[src/rtl/mul_iter.sv]
// mul_iter -- iterative shift-add multiplier, responder side of the EX-stage
// start/ready multiply handshake. One multiplier bit is consumed per cycle;
// the 2*WIDTH-bit product is presented for exactly one cycle with ready_o.
//
// Ports:
//   clk, rst       clock, synchronous active-high reset (highest priority)
//   signed_mul_i   1 = signed multiply, 0 = unsigned; sampled with start
//   opdata1_i      multiplicand; sampled with start
//   opdata2_i      multiplier; sampled with start
//   start_i        request, held high by the initiator until ready_o
//   annul_i        abort the current operation
//   result_o       product, nonzero only while ready_o = 1
//   ready_o        one-cycle result-valid pulse
//
// Build option:
//   MUL_EARLY_TERM_EN  when defined, BUSY finishes as soon as the remaining
//                      multiplier bits are all zero instead of always
//                      running WIDTH iterations.
module mul_iter #(
    parameter int WIDTH = 32
) (
    input  logic                 clk,
    input  logic                 rst,
    input  logic                 signed_mul_i,
    input  logic [WIDTH-1:0]     opdata1_i,
    input  logic [WIDTH-1:0]     opdata2_i,
    input  logic                 start_i,
    input  logic                 annul_i,
    output logic [2*WIDTH-1:0]   result_o,
    output logic                 ready_o
);

    localparam int CW = $clog2(WIDTH);

    localparam logic [1:0] IDLE = 2'd0;
    localparam logic [1:0] BUSY = 2'd1;
    localparam logic [1:0] DONE = 2'd2;

    localparam logic [CW-1:0] LAST = CW'(WIDTH - 1);

    logic [1:0]         state;
    logic [2*WIDTH-1:0] mcand;
    logic [WIDTH-1:0]   mplier;
    logic [2*WIDTH-1:0] acc;
    logic [CW-1:0]      cnt;
    logic               neg;

    logic [WIDTH-1:0]   abs1;
    logic [WIDTH-1:0]   abs2;
    logic [2*WIDTH-1:0] acc_next;
    logic [WIDTH-1:0]   mplier_next;
    logic [2*WIDTH-1:0] prod;
    logic               finish;
    logic               any_zero;

    // Magnitudes; the most negative value negates to itself, which is the
    // correct unsigned magnitude.
    assign abs1 = (signed_mul_i && opdata1_i[WIDTH-1]) ? -opdata1_i : opdata1_i;
    assign abs2 = (signed_mul_i && opdata2_i[WIDTH-1]) ? -opdata2_i : opdata2_i;

    assign any_zero    = (opdata1_i == '0) || (opdata2_i == '0);
    assign acc_next    = acc + (mplier[0] ? mcand : '0);
    assign mplier_next = mplier >> 1;
    assign prod        = neg ? -acc_next : acc_next;

`ifdef MUL_EARLY_TERM_EN
    // No set bits left means no further additions can change the sum.
    assign finish = (cnt == LAST) || (mplier_next == '0);
`else
    assign finish = (cnt == LAST);
`endif

    always_ff @(posedge clk) begin
        if (rst) begin
            state    <= IDLE;
            mcand    <= '0;
            mplier   <= '0;
            acc      <= '0;
            cnt      <= '0;
            neg      <= 1'b0;
            result_o <= '0;
            ready_o  <= 1'b0;
        end else begin
            case (state)
                IDLE: begin
                    ready_o  <= 1'b0;
                    result_o <= '0;
                    // annul wins over a simultaneous start
                    if (start_i && !annul_i) begin
                        mcand  <= {{WIDTH{1'b0}}, abs1};
                        mplier <= abs2;
                        neg    <= signed_mul_i &
                                  (opdata1_i[WIDTH-1] ^ opdata2_i[WIDTH-1]);
                        acc    <= '0;
                        cnt    <= '0;
                        if (any_zero) begin
                            // product is zero, skip the iterations
                            state   <= DONE;
                            ready_o <= 1'b1;
                        end else begin
                            state <= BUSY;
                        end
                    end
                end
                BUSY: begin
                    if (annul_i || !start_i) begin
                        // abandoned: nothing partial ever reaches result_o
                        state    <= IDLE;
                        ready_o  <= 1'b0;
                        result_o <= '0;
                    end else begin
                        acc    <= acc_next;
                        mcand  <= mcand << 1;
                        mplier <= mplier_next;
                        cnt    <= cnt + CW'(1);
                        if (finish) begin
                            state    <= DONE;
                            result_o <= prod;
                            ready_o  <= 1'b1;
                        end
                    end
                end
                DONE: begin
                    // single-cycle pulse, start_i/annul_i don't matter here
                    state    <= IDLE;
                    ready_o  <= 1'b0;
                    result_o <= '0;
                end
                default: begin
                    state    <= IDLE;
                    ready_o  <= 1'b0;
                    result_o <= '0;
                end
            endcase
        end
    end

endmodule

[config.mk]
export PLATFORM = sky130hd
export DESIGN_NAME = mul_iter
export DESIGN_NICKNAME = d
export VERILOG_FILES = /design/src/rtl/mul_iter.sv
export SDC_FILE = /design/constraint.sdc
export NUM_CORES = 1
export LEC_CHECK = 0
export BUFFER_PORTS_ARGS = -buffer_cell sky130_fd_sc_hd__buf_2
export CAP_MARGIN = 20
export CORE_AREA = 5 5 172 174
export DETAILED_ROUTE_END_ITERATION = 12
export DIE_AREA = 0 0 177 179
export PLACE_DENSITY = 0.79
export SLEW_MARGIN = 20
export SYNTH_ARGS = -nofsm -noshare
export SYNTH_HDL_FRONTEND = slang
export SYNTH_SLANG_ARGS = --single-unit
[constraint.sdc]
create_clock -name clk -period 5.2 [get_ports clk]
set_input_delay 0.26 -clock clk [delete_from_list [all_inputs] [get_ports clk]]
set_output_delay 0.26 -clock clk [all_outputs]
set_load 0.01 [all_outputs]
==> impl_summary.txt <==
----------------------------------------------------
[Power and ir drop]
  Total chip power ... between 4 and 5 mW
  P per Cell Area ... 216 nW/um2
  IR drop worst, VDD ... 0.187 mV
  Static power due to leakage ... 7.28 nW

[Critical path]
  Endpoint required time on the critical path ... 5.61 ns
  Number of logic stages on the critical path including buffering ... 16
  Master of the slowest instance on the critical path ... or4_1
  Number of cells traversed by the worst register-to-register path ... 16
  Critical Path Start Type ... register
  Cell occurring most often along the worst timing path ... a21oi_1
  Worst setup EP type ... register
  CP top delay family ... compound AO/OA/AOI/OAI gates
  Crit Path Class ... reg2reg
  Critical Path Max Stage Delay ... 0.49 ns
  Ordered list of cells on the worst path ... buf_4 > and2_1 > ha_1 > a21oi_1 > o21ai_1 > a32o_1 > a21oi_1 > a211oi_1 > buf_4 > or4_1 > nand3_1 > o2111ai_1 > or2_2 > o41ai_1 > xor2_1 > a21oi_1
  Number of buffers and inverters on the critical path ... 2
  Critical path peak fanout ... 32
  Worst-case register-to-register setup slack ... roughly 0.22 ns
  Arrival time worst endpoint ... between 5 and 6 ns

[Synthesis]
  Number of distinct library cell variants in the gate-level netlist after synthesis ... 90
  Most common flop cell mapped by yosys ... dfxtp_1
  Proportion of synthesized chip area in sequential cells ... 28.2%
  Count of state elements after synthesis ... 233
  Syn_nets ... around 2400
  Most frequently used cell type in the post-synthesis netlist ... nand2_1
  Most numerous cell types in the synthesized netlist ... nand2_1, nor2_1, dfxtp_1
  Warnings from Yosys ... 0
  Area share of the leading cell type in the synthesized netlist ... 28.2%
  Ranking of synthesized cells by area ... dfxtp_1, nand2_1, a21oi_1
  FFs w/ async S/R, synth ... 0%
  Syn Inst Count ... 2252
  Post-synth top area cell ... dfxtp_1
  Number of enable-type register cells in the synthesized netlist ... 0
  Mapped cell area ... 16500 um2
  Syn_area_per_cell ... about 7.3 um2

[GRT]
  Wire length of the first global-routing pass ... ~90000 um
  GR Util All Layers ... roughly 34%
  Antenna violations before repair ... 0
  Largest net degree at the start of global routing ... 115
  Gr busiest metal ... met2
  Global routing usage on met2 ... a little under three fifths
  Number of global-route vias before repair ... 16471
  GRT overflow ... 0
  Global-route track usage on met3 ... 6.58%
  Met1 track demand over resource ... 44.0%

[Clocking]
  Level count of the clock H-tree ... 1
  CTS root buf ... clkbuf_16
  Maximum count of clock buffers along a single path ... 3
  Number of buffers added by the clock tree synthesis step ... 26
  Clock Pin Slew Worst Setup and Hold Paths ... 0.06 ns
  Cts-stage hold buffer count ... 0
  Clock latency reported for the late side of the worst-skew pair ... around 0.56 ns
  Clock tree sinks ... roughly 230
  Setup Fix Bufs, Post-CTS ... 0
  TritonCTS clock tree ... done

[Routing]
  Violation count after the first detailed-routing iteration ... 1708
  Vias per cell ... 6.32
  DRC violation count after routing ... 0
  Number of vias in the routed layout ... roughly 17000
  Final WL ... 55400 um
  Routed length per placed instance ... approximately 20 um
  Pre-Repair DR Iteration Count ... 5
  Final ANT Viol Nets ... 0

[Placement]
  Total half-perimeter wirelength after legalization and detailed placement ... 41800 um
  Gp weighted congestion ... 1.06
  Pre-CTS WS ... 0.157 ns
  Port Buffers ... 133

[STA]
  Setup-violating endpoint count in the final report ... 0
  Max transition margin ... 28.0%
  Final-layout setup total negative slack ... 0 ns
  Post-route worst setup slack ... 0.225 ns
  Final period utilization ... 95.7%
  Final worst hold slack ... 0.0435 ns
  Fmax ... 201 MHz
  Setup clock skew after layout ... 0.0229 ns
  Minimum clock period ... 4.98 ns
  Unrepaired setup endpoints after global routing ... false
  Hold Violations, Final ... 0
  Final Slew Violations ... 0
  Worst Max-Slew Pin Slew ... 1.08 ns

[Layout]
  Antenna cell count ... 0
  Share of final-layout standard cells stronger than drive strength 1 ... 12.5%
  Utilization after layout ... 67.0%
  Layout area overhead ... 12.0%
  Final #Nets ... around 2500

[Floorplan]
  Die Area ... around 32000 um2
  Initial Utilization ... 59.8%
  Width of the die ... ~180 um
  Core Footprint ... 27600 um2
  Y dimension of the die ... roughly 180 um
  I/O Pins ... 134
  # rows ... just over 60

[Min path]
  Worst hold path depth ... 3
  Min-delay worst type ... in2reg

[Flow run]
  Max-capacitance violation count ... 0

[Run status]
  Run status ... finished clean

----------------------------------------------------
registers in the layout, indices dropped and copies added (netlist names):
| name | cells |
|---|---|
| acc | 64 |
| neg | 1 |
| state | 2 |
| mplier | 32 |
| cnt | 5 |
| ready_o | 1 |
| mcand | 64 |
| result_o | 64 |
through the flow:
stage	instance area, um2	instances
finish	18500	2733
global route	18500	2733
CTS	18400	2732
detailed placement	17700	2685
global placement	17700	2685
floorplan	16500	2252
cells by family after synthesis:
group	after synthesis	share of synthesized area (%)
AOI/OAI and AO/OA	733	28.9
DFF	233	28.2
buffers and inverters	174	4.05
xor gates and xnor gates	144	7.63
muxes	14	0.863
and+or+nand+nor	885	25.1
adders and majority gates	69	5.27
metal layers:
metal / part of all wire (%) / up-vias
li1: - / 8326
met1: 42 / 8072
met2: 46 / 742
met3: 7.9 / 140
met4: 4.0 / 0
met5: 0 / -
cell type report:
| class | count | area (um2) |
|---|---|---|
| Multi-Input combinational cell | 1845 | 11300 |
| Fill cell | 2377 | 9110 |
| Sequential cell | 233 | 4670 |
| Timing Repair Buffer | 201 | 1200 |
| Clock buffer | 37 | 732 |
| Tap cell | 378 | 473 |
| Inverter | 29 | 109 |
| Clock inverter | 10 | 63.8 |
worst min-delay path: cells and delay by family:
| kind | cells | cell delay, ns |
|---|---|---|
| simple gates | 1 | 0.08 |
| buf+inv | 1 | 0.12 |
| compound gates | 1 | 0.10 |
where the power goes:
| part | total, mW | switching, mW | internal, mW |
|---|---|---|---|
| Combinational | 0.432 | 0.284 | 0.148 |
| Clock | 1.73 | 0.757 | 0.977 |
| Sequential | 1.84 | 0.0251 | 1.81 |
| Total | 4.01 | 1.07 | 2.94 |
cell usage in the layout, fill, tap and decap left out, drive strengths merged, types with 7 or more instances in the layout:
cell type,synthesis,layout
a211oi,62,62
a21o,22,22
a21oi,205,205
a22o,33,33
a22oi,67,67
a31oi,9,9
and2,86,86
and3,9,9
buf,19,201
clkbuf,126,37
clkinv,0,9
dfxtp,233,233
ha,68,68
inv,29,29
mux2i,12,12
nand2,322,322
nand2b,7,7
nand3,27,27
nand4,32,32
nor2,243,243
nor3,50,50
nor3b,10,10
nor4,23,23
o211ai,14,14
o21a,16,16
o21ai,187,187
o21bai,9,9
o31ai,26,26
o41ai,16,16
or2,11,11
or3,30,30
or4,11,11
xnor2,68,68
xor2,76,76
path summary, 6_finish.rpt:
check / startpoint / to
setup / recovery: mplier[0] / result_o[58]
hold / removal: opdata2_i[31] / mplier[31]
setup reg to reg: mplier[0] / result_o[58]
hold reg to reg: mplier[19] / mplier[19]
timing repair:
item | CTS | global route
hold endpoints to repair | 0 | 0
resized for setup | 0 | 9
endpoints found under the setup margin | 0 | 19
Power figures use the tool's default switching activity.
